[src/rtl/board_commit_scheduler_pkg.sv]
// Shared constants, FSM encoding and entry legality check for the board commit scheduler.
package board_commit_scheduler_pkg;
  localparam int V_ACTIVE = 480;
  localparam int V_TOTAL  = 525;
  localparam int N_CELLS  = 81;
  localparam int CELL_W   = 4;
  localparam int IDX_W    = 7;
  localparam int ENTRY_W  = IDX_W + CELL_W;

  typedef enum logic [1:0] {
    IDLE    = 2'd0,
    WAIT_VB = 2'd1,
    CLEAR   = 2'd2,
    COMMIT  = 2'd3
  } fsm_state_e;

  function automatic logic entry_legal(input logic [IDX_W-1:0] idx, input logic [CELL_W-1:0] val);
    return (idx < IDX_W'(N_CELLS)) && (val <= CELL_W'(9));
  endfunction
endpackage

[src/rtl/board_commit_scheduler_commit_fifo.sv]
// Synchronous FIFO with full/empty flags; head entry is presented combinationally.
module board_commit_scheduler_commit_fifo #(
  parameter int WIDTH = 11,
  parameter int DEPTH = 4
) (
  input  logic             clk,
  input  logic             rst,
  input  logic             push,
  input  logic [WIDTH-1:0] wr_data,
  input  logic             pop,
  output logic [WIDTH-1:0] rd_data,
  output logic             full,
  output logic             empty
);
  localparam int AW = $clog2(DEPTH);

  logic [WIDTH-1:0] mem [DEPTH];
  logic [AW:0]      wr_ptr;
  logic [AW:0]      rd_ptr;

  // Pointers carry one wrap bit so full and empty are distinguishable.
  assign empty   = (wr_ptr == rd_ptr);
  assign full    = (wr_ptr[AW-1:0] == rd_ptr[AW-1:0]) && (wr_ptr[AW] != rd_ptr[AW]);
  assign rd_data = mem[rd_ptr[AW-1:0]];

  always_ff @(posedge clk) begin
    if (push && !full) mem[wr_ptr[AW-1:0]] <= wr_data;
  end

  always_ff @(posedge clk) begin
    if (rst) begin
      wr_ptr <= '0;
      rd_ptr <= '0;
    end else begin
      if (push && !full) wr_ptr <= wr_ptr + 1'b1;
      if (pop && !empty) rd_ptr <= rd_ptr + 1'b1;
    end
  end
endmodule

[src/rtl/board_commit_scheduler.sv]
// Display-board owner: round-robin write arbiter, commit FIFO, blanking-only commit FSM.
// Optional BOARD_LOCK_EN adds lock_mask: locked cells refuse writes and survive CLEAR.
module board_commit_scheduler #(
  parameter int FIFO_DEPTH  = 4,
  parameter int V_ACTIVE    = board_commit_scheduler_pkg::V_ACTIVE,
  parameter int MAX_COMMITS = 8
) (
  input  logic         clka,
  input  logic         rst,
  input  logic [9:0]   v_cnt,
  input  logic         req0_valid,
  input  logic [6:0]   req0_idx,
  input  logic [3:0]   req0_val,
  output logic         req0_ready,
  input  logic         req1_valid,
  input  logic [6:0]   req1_idx,
  input  logic [3:0]   req1_val,
  output logic         req1_ready,
  input  logic         clear_req,
`ifdef BOARD_LOCK_EN
  input  logic [80:0]  lock_mask,
`endif
  output logic [323:0] board,
  output logic [80:0]  board_blank,
  output logic         busy,
  output logic         frame_tick,
  output logic [7:0]   drop_cnt,
  output logic [1:0]   dbg_state
);
  import board_commit_scheduler_pkg::*;

  localparam int CNT_W = $clog2(MAX_COMMITS + 1);

  fsm_state_e         state;
  logic               vblank, vblank_q, vb_entry, go;
  logic               last1, grant0, grant1;
  logic               full, empty, push, pop;
  logic [ENTRY_W-1:0] push_data, head;
  logic [IDX_W-1:0]   head_idx;
  logic [CELL_W-1:0]  head_val;
  logic               head_ok;
  logic               clear_pend, hold_frame, at_limit;
  logic [CNT_W-1:0]   commit_cnt;

  assign vblank   = (v_cnt >= 10'(V_ACTIVE));
  assign vb_entry = vblank & ~vblank_q;

  // Handshake: a request transfers on a cycle where valid & ready; ready never depends on
  // anything but grant and FIFO fullness, and a requester must hold its payload until taken.
  assign grant0     = req0_valid & (~req1_valid | last1);
  assign grant1     = req1_valid & (~req0_valid | ~last1);
  assign req0_ready = grant0 & ~full;
  assign req1_ready = grant1 & ~full;
  assign push       = (req0_valid & req0_ready) | (req1_valid & req1_ready);
  assign push_data  = req0_ready ? {req0_idx, req0_val} : {req1_idx, req1_val};

  board_commit_scheduler_commit_fifo #(.WIDTH(ENTRY_W), .DEPTH(FIFO_DEPTH)) u_fifo (
    .clk     (clka),
    .rst     (rst),
    .push    (push),
    .wr_data (push_data),
    .pop     (pop),
    .rd_data (head),
    .full    (full),
    .empty   (empty)
  );

  assign {head_idx, head_val} = head;
`ifdef BOARD_LOCK_EN
  assign head_ok = entry_legal(head_idx, head_val) & ~lock_mask[head_idx];
`else
  assign head_ok = entry_legal(head_idx, head_val);
`endif

  // hold_frame keeps a stopped frame from restarting before the next blanking entry.
  assign at_limit  = (commit_cnt >= CNT_W'(MAX_COMMITS));
  assign go        = vblank & (~hold_frame | vb_entry);
  assign pop       = (state == COMMIT) & vblank & ~at_limit & ~clear_pend & ~empty;
  assign busy      = ~empty | clear_pend;
  assign dbg_state = state;

  always_ff @(posedge clka) begin
    if (rst) begin
      state       <= IDLE;
      vblank_q    <= 1'b0;
      frame_tick  <= 1'b0;
      last1       <= 1'b1;
      clear_pend  <= 1'b0;
      hold_frame  <= 1'b0;
      commit_cnt  <= '0;
      drop_cnt    <= '0;
      board       <= '0;
      board_blank <= '1;
    end else begin
      vblank_q   <= vblank;
      frame_tick <= vb_entry;
      if (push) last1 <= req1_ready;

      if (vb_entry) begin
        commit_cnt <= '0;
        hold_frame <= 1'b0;
      end else if (pop) begin
        commit_cnt <= commit_cnt + 1'b1;
      end

      if (clear_req) clear_pend <= 1'b1;
      else if (state == CLEAR) clear_pend <= 1'b0;

      if (pop) begin
        if (head_ok) begin
          board[{head_idx, 2'b00} +: CELL_W] <= head_val;
          board_blank[head_idx]              <= (head_val == '0);
        end else if (drop_cnt != 8'hff) begin
          drop_cnt <= drop_cnt + 8'd1;
        end
      end

      case (state)
        IDLE:    if (~empty | clear_pend) state <= WAIT_VB;
        WAIT_VB: if (go) state <= clear_pend ? CLEAR : COMMIT;
        CLEAR: begin
`ifdef BOARD_LOCK_EN
          for (int i = 0; i < N_CELLS; i++) begin
            if (!lock_mask[i]) begin
              board[i*CELL_W +: CELL_W] <= '0;
              board_blank[i]            <= 1'b1;
            end
          end
`else
          board       <= '0;
          board_blank <= '1;
`endif
          state <= empty ? IDLE : COMMIT;
        end
        COMMIT: begin
          // A clear raised mid-commit defers the rest of the queue to the next frame.
          if (~vblank | at_limit | clear_pend) begin
            state      <= WAIT_VB;
            hold_frame <= 1'b1;
          end else if (empty) begin
            state <= IDLE;
          end
        end
        default: state <= IDLE;
      endcase
    end
  end
endmodule

[config.mk]
export PLATFORM = sky130hd
export DESIGN_NAME = board_commit_scheduler
export DESIGN_NICKNAME = d
export VERILOG_FILES = /design/src/rtl/board_commit_scheduler_pkg.sv /design/src/rtl/board_commit_scheduler_commit_fifo.sv /design/src/rtl/board_commit_scheduler.sv
export SDC_FILE = /design/constraint.sdc
export NUM_CORES = 1
export LEC_CHECK = 0
export BUFFER_PORTS_ARGS = -buffer_cell sky130_fd_sc_hd__clkbuf_2
export CORE_MARGIN = 2
export CORE_UTILIZATION = 54
export CTS_BUF_LIST = sky130_fd_sc_hd__clkbuf_16
export CTS_CLUSTER_DIAMETER = 80
export CTS_CLUSTER_SIZE = 25
export DETAILED_ROUTE_END_ITERATION = 8
export PLACE_DENSITY_LB_ADDON = 0.08
export SYNTH_ARGS = -nofsm -noshare
export SYNTH_HDL_FRONTEND = slang
export SYNTH_HIERARCHICAL = 1
export SYNTH_SLANG_ARGS = --single-unit
[constraint.sdc]
create_clock -name clka -period 5 [get_ports clka]
set_input_delay 0.25 -clock clka [delete_from_list [all_inputs] [get_ports clka]]
set_output_delay 0.25 -clock clka [all_outputs]
set_load 0.05 [all_outputs]
==> impl_metrics.sql, run 1 <==
INSERT INTO impl_metrics (metric_group, metric, value, unit) VALUES
('drt', 'detail_route.iter0.violations', '1186', ''),
('setup_path', 'max_stage_delay', '0.64', 'ns'),
('setup_path', 'startpoint_type', 'flop', ''),
('pwr', 'power_switching', '2.88', 'mW'),
('setup_path', 'critical-path-top-delay-family', 'compound AO/OA/AOI/OAI gates', ''),
('global_route', 'global_route_wire_length_before_repair', '93700', 'um'),
('drt', 'post_drt_wl_per_cell', '21.8', 'um'),
('sta', 'fin_setup_tns', '0', 'ns'),
('final_layout', 'nets', '2401', ''),
('sta', 'max_clock_freq', '0.240', 'GHz'),
('floorplanning', 'rows', '69', ''),
('logic_synthesis', 'post_synth_inst_count', '1979', ''),
('clock_network', 'tritoncts.num_buffers', '24', ''),
('sta', 'timing_worst_slew_pin_value', '1.20', 'ns'),
('clock_network', 'post_cts_resize_count', '0', ''),
('setup_path', 'timing.setup.critical_path_class', 'reg -> reg', ''),
('clock_network', 'cts.repair_timing.setup_buffer_count', '0', ''),
('logic_synthesis', 'synthesis.nets', '2028', ''),
('final_layout', 'syn_to_final_growth', '17.1', '%'),
('placement', 'gp_congestion', '0.878', ''),
('pwr', 'power.density', '357', 'nW/um^2'),
('logic_synthesis', 'synth-main-ff-cell', 'dfxtp_1', ''),
('pwr', 'p_comb_share', '24.6', '%'),
('final_layout', 'multi_input_comb_area', '9120', 'um^2'),
('pwr', 'cellLeakagePower', '10.1', 'nW'),
('sta', 'timing.clock.skew', '0.0332', 'ns'),
('sta', 'timing.final.hold_violations', '0', ''),
('final_layout', 'final_layout_size_suffix_gt1_share', '24.8', '%'),
('sta', 'post-route-min-period', '4.17', 'ns'),
('final_layout', 'most-common-layout-cells', 'nand2_1, clkbuf_2, dfxtp_1, mux2i_1, o21ai_0', ''),
('pwr', 'share_seq_of_total_power', '48.8', '%'),
('clock_network', 'max-clock-path-buffers', '3', ''),
('outcome', 'outcome', 'completed', ''),
('drt', 'num_vias', '16376', ''),
('global_route', 'groute.usage.overall', '31.3', '%'),
('placement', 'port_buffers', '450', ''),
('logic_synthesis', 'seq_area_frac_synth', '50.6', '%'),
('clock_network', 'cts_hold_buf', '2', ''),
('setup_path', 'crit_top_cell', 'buf_4', ''),
('setup_path', 'crit_path_top_delay_cell', 'dfxtp_1', ''),
('final_layout', 'n_fill_cell', '3048', ''),
('pwr', 'vdd_drop_max', '238', 'uV'),
('logic_synthesis', 'async_reset_ff_share', '0', '%'),
('sta', 'slew_viol_final', '0', ''),
('placement', 'place_ws', '0.833', 'ns'),
('pwr', 'power.internal', '5.36', 'mW'),
('drt', 'drt_first_pass_iters', '5', ''),
('sta', 'finalSetupViolCount', '0', ''),
('floorplanning', 'initial_core_util', '55.1', '%'),
('flow_run', 'cap_viol_max_count', '0', ''),
('clock_network', 'cts.root.buffer_cell', 'clkbuf_16', ''),
('sta', 'post-route-period-util', '83.3', '%'),
('logic_synthesis', 'synth_enable_flop_cells', '44', ''),
('floorplanning', 'pin_count', '456', ''),
('floorplanning', 'dieArea', '38000', 'um^2'),
('global_route', 'remaining_global_route_overflow', '0', ''),
('sta', 'layout_setup_ws', '0.833', 'ns'),
('placement', 'dpl.hpwl', '45800', 'um'),
('drt', 'detail_route.drc_violations', '0', ''),
('floorplanning', 'dieWidth', '195', 'um'),
('setup_path', 'crit_path_cell_trace', 'mux4_2, inv_1, ha_1, buf_4, nor3b_1, a32oi_1, a22oi_1, buf_4, nand4_1, mux2i_1', ''),
('pwr', 'share_clk_of_total_power', '26.5', '%'),
('setup_path', 'critical_path.endpoint_type', 'flop', ''),
('clock_network', 'cts.clk_slew.worst_paths', '0.10', 'ns'),
('logic_synthesis', 'avgSynthCellArea', '9.95', 'um^2'),
('min_path', 'hold_path_class', 'in -> reg', ''),
('clock_network', 'cts-htree-levels', '1', ''),
('drt', 'drt-vias-per-instance', '5.80', ''),
('floorplanning', 'core-area', '35700', 'um^2'),
('global_route', 'first_global_vias', '15781', ''),
('logic_synthesis', 'synth.cell_area', '19700', 'um^2');
[sequential cells by signal, summed over array words and instances, names as in the netlist, 2 cells and up, named ones only]
register,count
board,324
board_blank,81
u_fifo/mem,44
drop_cnt,8
commit_cnt,4
u_fifo/rd_ptr,3
u_fifo/wr_ptr,3
dbg_state,2
[Yosys cell counts (4+ instances only)]
library cell,instances,area [um^2]
a21oi_1,8,40.0
mux2_2,12,135
nor2_1,43,161
edfxtp_1,44,1320
buf_2,15,75.1
ha_1,12,150
buf_1,10,37.5
nor4b_1,4,35.0
nor4_4,4,85.1
or2_2,5,31.3
nand3_1,59,295
or3_1,5,31.3
dfxtp_1,432,8650
and3_1,10,62.6
clkbuf_1,123,462
nand2b_1,8,50.1
o211ai_1,9,67.6
mux4_2,11,248
xnor2_1,15,131
nand2_1,450,1690
a31oi_1,7,43.8
a41oi_1,4,35.0
nor3b_1,15,113
and4_1,5,43.8
o21ai_0,66,330
mux2i_1,330,3300
nor2b_1,8,50.1
o311ai_0,49,429
o31ai_1,21,158
and2_1,17,106
xor2_1,5,43.8
o311ai_1,21,184
nor3_1,23,115
nand4_1,41,257
nor4_1,11,68.8
a211o_1,4,35.0
inv_1,12,45.0
[cells by family after synthesis]
family	count (synthesis)	share of synthesized area [%]
muxes	353	18.7
AOI/OAI and AO/OA	222	8.24
and+or+nand+nor	729	17.3
adders and majority gates	12	0.762
buffers and inverters	167	3.48
DFF	476	50.6
xor gates and xnor gates	20	0.889
[stage by stage]
| step | total power, mW | hold slack, ns | utilization [%] | cells | instance area (um^2) |
|---|---|---|---|---|---|
| 6_report | 8.25 | 0.0403 | 64.5 | 2823 | 23100 |
| 5_1_grt | 8.55 | 0.0381 | 64.5 | 2821 | 23100 |
| 4_1_cts | 8.24 | 0.0132 | 64.5 | 2821 | 23100 |
| 3_5_place_dp | 6.10 | 0.446 | 62.5 | 2785 | 22300 |
| 3_3_place_gp | 6.06 | 0.442 | 62.5 | 2785 | 22300 |
| 2_1_floorplan | 5.42 | 0.383 | - | 1979 | 19700 |
[power by group through the flow]
stage,registers [mW],logic [mW],clock network [mW]
2_1_floorplan,4.11,1.31,0
3_3_place_gp,4.11,1.95,0
3_5_place_dp,4.12,1.98,0
4_1_cts,4.03,1.99,2.22
5_1_grt,4.04,2.15,2.36
6_report,4.03,2.03,2.19
[worst register-to-register path: stages, from the launching register on]
cell	delay [ns]
dfxtp_1	0.64
mux4_2	0.59
inv_1	0.24
ha_1	0.22
buf_4	0.18
nor3b_1	0.40
a32oi_1	0.27
a22oi_1	0.61
buf_4	0.32
nand4_1	0.34
mux2i_1	0.21
[per-layer routing]
layer / vias up / share of wire (%) / GRT usage [%]
met5: - / 0 / 0
met4: 0 / 4.0 / 11.7
met3: 112 / 7.8 / 6.63
met2: 628 / 45 / 49.7
met1: 7877 / 43 / 42.1
li1: 7759 / - / -
[area by class of cell]
cell class | count | share of cell area, %
flip-flops and latches | 476 | 43.2
repair buffers | 502 | 11.5
clock inverters | 9 | 0.353
diodes | 2 | 0.0217
clock buffers | 25 | 2.71
multi-input cells | 1336 | 39.5
well taps | 461 | 2.50
inverters | 12 | 0.195
[worst paths after layout]
path | slack (ns) | start | to | cells after the start
worst max register to register | 0.83 | flop | board[304] | 10
worst min-delay path | 0.04 | req0_valid | last1 | 4
worst max-delay path | 0.83 | flop | board[304] | 10
worst min register to register | 0.46 | board[92] | board[92] | 2
No activity file was read; power rests on OpenSTA's default activity.
==> run 2, diff against run 1 <==
Clock period 5 ns to 3.9 ns, I/O delays scaled along.
==> impl_metrics.sql, run 2 (same netlist as run 1, synthesis figures left out) <==
INSERT INTO impl_metrics (metric_group, metric, value, unit) VALUES
('clock_network', 'cts-htree-levels', '1', ''),
('final_layout', 'final_layout_size_suffix_gt1_share', '25.3', '%'),
('sta', 'post-route-min-period', '3.65', 'ns'),
('flow_run', 'cap_viol_max_count', '0', ''),
('drt', 'detail_route.drc_violations', '0', ''),
('drt', 'drt-vias-per-instance', '5.82', ''),
('pwr', 'vdd_drop_max', '317', 'uV'),
('placement', 'dpl.hpwl', '46100', 'um'),
('sta', 'post-route-period-util', '93.5', '%'),
('clock_network', 'max-clock-path-buffers', '3', ''),
('placement', 'gp_congestion', '0.862', ''),
('final_layout', 'syn_to_final_growth', '18.2', '%'),
('final_layout', 'regMostFlops', 'board', ''),
('clock_network', 'tritoncts.num_buffers', '24', ''),
('final_layout', 'nets', '2422', ''),
('setup_path', 'critical_path.endpoint_type', 'flop', ''),
('pwr', 'cellLeakagePower', '10.2', 'nW'),
('sta', 'finalSetupViolCount', '0', ''),
('floorplanning', 'die_h', '195', 'um'),
('final_layout', 'antennaDiodeCount', '0', ''),
('setup_path', 'crit_top_cell', 'buf_4', ''),
('drt', 'antenna_violating_nets_post_route', '0', ''),
('global_route', 'groute.usage.overall', '31.5', '%'),
('final_layout', 'utilization', '65.2', '%'),
('setup_path', 'crit_path_top_delay_cell', 'mux4_2', ''),
('sta', 'max_clock_freq', '0.274', 'GHz'),
('floorplanning', 'initial_core_util', '55.1', '%'),
('final_layout', 'n_fill_cell', '3015', ''),
('setup_path', 'timing.setup.critical_path_class', 'reg -> reg', ''),
('clock_network', 'cts.root.buffer_cell', 'clkbuf_16', ''),
('clock_network', 'tritoncts', 'done', ''),
('min_path', 'timing.hold.worst_endpoint', 'u_fifo/mem[3][0]', ''),
('sta', 'timing_worst_slew_pin_value', '1.23', 'ns'),
('min_path', 'worst_hold_path.num_cells', '2', ''),
('sta', 'slew_viol_final', '0', ''),
('setup_path', 'worstPathArrival', '4.07', 'ns'),
('setup_path', 'startpoint_type', 'flop', ''),
('clock_network', 'cts.clk_slew.worst_paths', '0.10', 'ns'),
('global_route', 'remaining_global_route_overflow', '0', ''),
('drt', 'drt_first_pass_iters', '5', ''),
('placement', 'numPlacedInstances', '2795', ''),
('sta', 'timing.final.hold_violations', '0', ''),
('setup_path', 'crit_path_cell_trace', 'mux4_2, buf_4, or3_4, a222oi_1, buf_4, and2_1, nand4_1, mux2i_1', ''),
('sta', 'fin_setup_tns', '0', 'ns'),
('min_path', 'hold_path_class', 'in -> reg', ''),
('setup_path', 'regToRegEndpoint', 'board[114]', ''),
('floorplanning', 'core-area', '35700', 'um^2'),
('drt', 'finalWirelength', '61800', 'um'),
('final_layout', 'largest_reg_flops', '324', ''),
('setup_path', 'required_time_of_the_critical_path', '4.32', 'ns'),
('drt', 'detail_route.iter0.violations', '1325', ''),
('setup_path', 'crit_fanout', '17', ''),
('global_route', 'grt_start_max_net_pins', '176', ''),
('setup_path', 'reg2reg_setup_slack', '0.25', 'ns'),
('clock_network', 'clkLatencyLatePin', '0.58', 'ns'),
('min_path', 'hold_start', 'req0_val[0]', ''),
('sta', 'worst_slew_margin_rel', '17.7', '%'),
('setup_path', 'number_of_buffers_and_inverters_on_the_critical_path', '2', ''),
('global_route', 'first_global_vias', '15606', ''),
('placement', 'port_buffers', '450', ''),
('outcome', 'outcome', 'completed', ''),
('global_route', 'global_route_wire_length_before_repair', '93700', 'um'),
('setup_path', 'max_stage_delay', '0.55', 'ns'),
('floorplanning', 'dieArea', '38000', 'um^2'),
('floorplanning', 'dieWidth', '195', 'um'),
('sta', 'timing.clock.skew', '0.0294', 'ns'),
('sta', 'grt_setup_unrepaired', 'no', ''),
('clock_network', 'clock-sinks', '476', ''),
('global_route', 'antenna_found_initial', '1', ''),
('drt', 'num_vias', '16558', ''),
('setup_path', 'critical-path-top-delay-family', 'simple AND/OR/NAND/NOR gates', ''),
('setup_path', 'reg2regPathDepth', '8', ''),
('pwr', 'power.density', '459', 'nW/um^2'),
('final_layout', 'final-instance-count-excl-fill', '2843', ''),
('floorplanning', 'rows', '69', ''),
('sta', 'hold_slack', '0.00522', 'ns'),
('final_layout', 'most-common-layout-cells', 'nand2_1, clkbuf_2, dfxtp_1, mux2i_1, o21ai_0', ''),
('drt', 'post_drt_wl_per_cell', '21.7', 'um'),
('floorplanning', 'pin_count', '456', '');
-- run 2: changes by cell type in the layout (fill, tap and decap cells not counted), moves of 2 or more --
cell,delta
buf_12,+2
inv_1,-3
buf_4,+9
dlygate4sd3_1,+10
diode_2,-2
-- run 2: worst max-delay path by stage --
stage	start	endpoint	depth (start not counted)
floorplan	flop	board[184]	12
global placement	flop	board[128]	8
detailed placement	flop	board[114]	8
CTS	flop	board[114]	8
global route	flop	board[114]	8
finish	flop	board[114]	8
-- run 2: what timing repair did --
| item | in CTS | in global routing |
|---|---|---|
| gates resized for setup | 0 | 2 |
| endpoints found under the setup margin | 0 | 177 |
| endpoints found under the hold margin | 21 | 4 |
| hold buffers | 11 | 1 |
| buffers inserted | 0 | 1 |
-- run 2: final cells by class --
cell class / instances / area (um^2) / area share, %
sequential: 476 / 9970 / 42.8
multi-input combinational: 1336 / 9120 / 39.2
timing repair buffer: 523 / 2860 / 12.3
clock buffer: 25 / 626 / 2.69
tap: 461 / 577 / 2.48
clock inverter: 10 / 96.3 / 0.414
inverter: 12 / 45.0 / 0.193
-- run 2: layer usage --
metal | GRT usage, % | vias to the layer above | wire (um)
li1 | - | 7804 | -
met1 | 42.8 | 8066 | 26600
met2 | 51.6 | 601 | 29000
met3 | 6.17 | 87 | 4640
met4 | 8.20 | 0 | 1610
met5 | 0 | - | 0
-- run 2: where the power goes --
group          switching (mW)  internal, mW  leakage (nW)  total (mW)
registers              0.0663          5.10          3.89        5.16
clock network            1.61          1.25         0.365        2.86
logic                    2.02         0.637          5.93        2.66
-- run 2: stage by stage --
stage / total power [mW] / worst slack (ns) / instance area (um^2)
final: 10.7 / 0.252 / 23300
after global routing: 11.1 / 0.0162 / 23300
after CTS: 10.7 / 0.0325 / 23300
after detailed placement: 7.86 / 0.0548 / 22400
after global placement: 7.81 / 0.151 / 22400
after floorplan: 6.95 / 0.179 / 19700
-- run 2: worst reg2reg max path: stages, from the launching register on --
cell      delay (ns)
dfxtp_2         0.47
mux4_2          0.55
buf_4           0.20
or3_4           0.42
a222oi_1        0.39
buf_4           0.30
and2_1          0.53
nand4_1         0.43
mux2i_1         0.22
==> run 3, diff against run 2 <==
Settings changed: SYNTH_HIERARCHICAL 1 to default.
==> impl_metrics.sql, run 3 <==
INSERT INTO impl_metrics (metric_group, metric, value, unit) VALUES
('outcome', 'outcome', 'completed', ''),
('setup_path', 'crit_fanout', '8', ''),
('logic_synthesis', 'synth.top_cells.by_count', 'dfxtp_1, nand2_1, mux2i_1, o21ai_0, clkbuf_1', ''),
('clock_network', 'tritoncts', 'done', ''),
('clock_network', 'clock-sinks', '476', ''),
('final_layout', 'regMostFlops', 'board', ''),
('floorplanning', 'dieArea', '36900', 'um^2'),
('pwr', 'post-layout-total-power', '8.92', 'mW'),
('setup_path', 'critical-path-top-delay-family', 'simple AND/OR/NAND/NOR gates', ''),
('logic_synthesis', 'synth_top_area_share', '45.2', '%'),
('sta', 'fin_setup_tns', '0', 'ns'),
('final_layout', 'most-common-layout-cells', 'clkbuf_2, dfxtp_1, nand2_1, mux2i_1, o21ai_0', ''),
('placement', 'port_buffers', '450', ''),
('global_route', 'grt_start_max_net_pins', '116', ''),
('min_path', 'hold_path_class', 'in -> reg', ''),
('drt', 'detail_route.iter0.violations', '1077', ''),
('sta', 'post-route-min-period', '3.67', 'ns'),
('logic_synthesis', 'async_reset_ff_share', '0', '%'),
('floorplanning', 'core-area', '34700', 'um^2'),
('logic_synthesis', 'synth_seq_cells', '476', ''),
('drt', 'finalWirelength', '57800', 'um'),
('placement', 'gp_congestion', '0.840', ''),
('setup_path', 'timing.setup.critical_path_class', 'reg -> reg', ''),
('setup_path', 'worstPathArrival', '4.10', 'ns'),
('global_route', 'first_global_vias', '14622', ''),
('setup_path', 'startpoint_type', 'flop', ''),
('sta', 'max_clock_freq', '0.272', 'GHz'),
('final_layout', 'utilization', '65.4', '%'),
('logic_synthesis', 'top_cells_by_area_in_the_synthesized_netlist', 'dfxtp_1, mux2i_1, nand2_1', ''),
('setup_path', 'critical_path.endpoint_type', 'flop', ''),
('final_layout', 'final_common_cell', 'clkbuf_2', ''),
('drt', 'drt-vias-per-instance', '5.68', ''),
('flow_run', 'cap_viol_max_count', '0', ''),
('setup_path', 'number_of_buffers_and_inverters_on_the_critical_path', '1', ''),
('logic_synthesis', 'synthMostInstantiatedCell', 'dfxtp_1', ''),
('floorplanning', 'dieWidth', '192', 'um'),
('floorplanning', 'rows', '68', ''),
('clock_network', 'tritoncts.num_buffers', '24', ''),
('global_route', 'remaining_global_route_overflow', '0', ''),
('drt', 'antenna_violating_nets_post_route', '0', ''),
('global_route', 'global_route_wire_length_before_repair', '86300', 'um'),
('setup_path', 'crit_path_top_delay_cell', 'mux4_2', ''),
('sta', 'worst_slew_margin_rel', '23.8', '%'),
('clock_network', 'cts-htree-levels', '1', ''),
('drt', 'highest_layer', 'met4', ''),
('sta', 'grt_setup_unrepaired', 'no', ''),
('logic_synthesis', 'yosysTopAreaCell', 'dfxtp_1', ''),
('drt', 'num_vias', '15448', ''),
('drt', 'met1_length', '24200', 'um'),
('logic_synthesis', 'synthesis.nets', '1894', ''),
('drt', 'drt_first_pass_iters', '7', ''),
('floorplanning', 'die_h', '192', 'um'),
('final_layout', 'antennaDiodeCount', '0', ''),
('sta', 'finalSetupViolCount', '0', ''),
('sta', 'timing_worst_slew_pin_value', '1.14', 'ns'),
('final_layout', 'largest_reg_flops', '324', ''),
('logic_synthesis', 'ys_types', '84', ''),
('setup_path', 'required_time_of_the_critical_path', '4.33', 'ns'),
('clock_network', 'max-clock-path-buffers', '3', ''),
('sta', 'post-route-period-util', '94.1', '%'),
('clock_network', 'cts.root.buffer_cell', 'clkbuf_16', ''),
('floorplanning', 'initial_core_util', '55.1', '%'),
('logic_synthesis', 'post_synth_inst_count', '1845', ''),
('sta', 'timing.final.hold_violations', '0', ''),
('sta', 'slew_viol_final', '0', ''),
('drt', 'detail_route.drc_violations', '0', ''),
('logic_synthesis', 'synth_enable_flop_cells', '44', ''),
('final_layout', 'final_layout_size_suffix_gt1_share', '26.6', '%'),
('clock_network', 'clkLatencyLatePin', '0.56', 'ns'),
('placement', 'dpl.hpwl', '41500', 'um'),
('logic_synthesis', 'synth-main-ff-cell', 'dfxtp_1', ''),
('drt', 'wl_met3', '5020', 'um'),
('logic_synthesis', 'avgSynthCellArea', '10.4', 'um^2'),
('pwr', 'cellLeakagePower', '9.42', 'nW'),
('global_route', 'groute.usage.overall', '30.1', '%'),
('sta', 'timing.clock.skew', '0.0142', 'ns'),
('clock_network', 'cts.clk_slew.worst_paths', '0.10', 'ns'),
('pwr', 'power.density', '393', 'nW/um^2'),
('drt', 'post_drt_wl_per_cell', '21.3', 'um'),
('global_route', 'antenna_found_initial', '0', ''),
('sta', 'hold_slack', '0.0241', 'ns'),
('logic_synthesis', 'seq_area_frac_synth', '52.1', '%'),
('pwr', 'vdd_drop_max', '359', 'uV'),
('floorplanning', 'pin_count', '456', ''),
('setup_path', 'max_stage_delay', '0.56', 'ns'),
('final_layout', 'syn_to_final_growth', '18.6', '%'),
('logic_synthesis', 'ys_warn_count', '0', ''),
('drt', 'wl_met2', '26900', 'um'),
('logic_synthesis', 'synth.cell_area', '19100', 'um^2'),
('final_layout', 'nets', '2302', ''),
('setup_path', 'crit_path_cell_trace', 'mux4_2, inv_1, ha_1, or2_1, a311oi_2, and2_1, nand3_1, mux2i_1', '');
run 3: cell types whose count changed after synthesis, moves of 13 or more:
cell	delta
nand3_1	+13
o311ai_0	+18
nor3_1	-16
mux2i_1	-31
clkbuf_1	-39
a21oi_4	+13
nand4_1	-39
o31ai_1	-21
o21ai_0	+41
o311ai_1	-17
nand2_1	-75
a21oi_1	+13
run 3: final timing paths:
check | from | to | slack (ns) | cells after the start
setup / recovery | flop | board[35] | 0.23 | 8
hold / removal | req0_idx[1] | u_fifo.mem[2][5] | 0.02 | 3
setup reg to reg | flop | board[35] | 0.23 | 8
hold reg to reg | board[212] | board[212] | 0.46 | 2
run 3: cells by family (layout without fill, tap and decap cells):
kind of cell / Yosys count / after routing / synth area share (%)
muxes: 311 / 311 / 17.0
AOI/OAI and AO/OA: 299 / 299 / 11.9
and+or+nand+nor: 600 / 600 / 14.5
adders and majority gates: 12 / 12 / 0.785
buffers and inverters: 132 / 550 / 2.96
xor gates and xnor gates: 15 / 15 / 0.687
DFF: 476 / 476 / 52.1
run 3: worst reg2reg max path: stages, from the launching register on:
cell      delay [ns]
dfxtp_1         0.51
mux4_2          0.56
inv_1           0.27
ha_1            0.40
or2_1           0.31
a311oi_2        0.41
and2_1          0.51
nand3_1         0.37
mux2i_1         0.20
run 3: metal layers:
metal,up-vias,GRT usage [%]
met4,0,8.25
met1,7393,39.4
met3,87,7.66
met2,583,49.6
li1,7385,-
met5,-,0
run 3: final cells by class:
type | instances | area, um^2
Sequential cell | 476 | 9970
Clock inverter | 11 | 77.6
Clock buffer | 25 | 626
Multi-Input combinational cell | 1237 | 8650
Tap cell | 455 | 569
Inverter | 12 | 45.0
Fill cell | 2845 | 12000
Timing Repair Buffer | 502 | 2750
run 3: where the power goes:
| group | switching (mW) | internal (mW) |
|---|---|---|
| Clock | 1.61 | 1.18 |
| Sequential | 0.0246 | 5.00 |
| Combinational | 0.839 | 0.261 |
| Total | 2.47 | 6.45 |
run 3: through the flow:
stage	cells	cell area, um^2	worst slack (ns)
floorplan	1845	19100	0.465
global placement	2655	21700	0.146
detailed placement	2655	21700	0.0837
CTS	2710	22600	0.0518
global route	2718	22700	0.0101
finish	2718	22700	0.230
run 3: timing repair:
action | in CTS | in global routing
endpoints found under the setup margin | 0 | 182
resized for setup | 0 | 8
hold endpoints to repair | 35 | 0
setup buffers | 0 | 8
hold buffers | 19 | 0
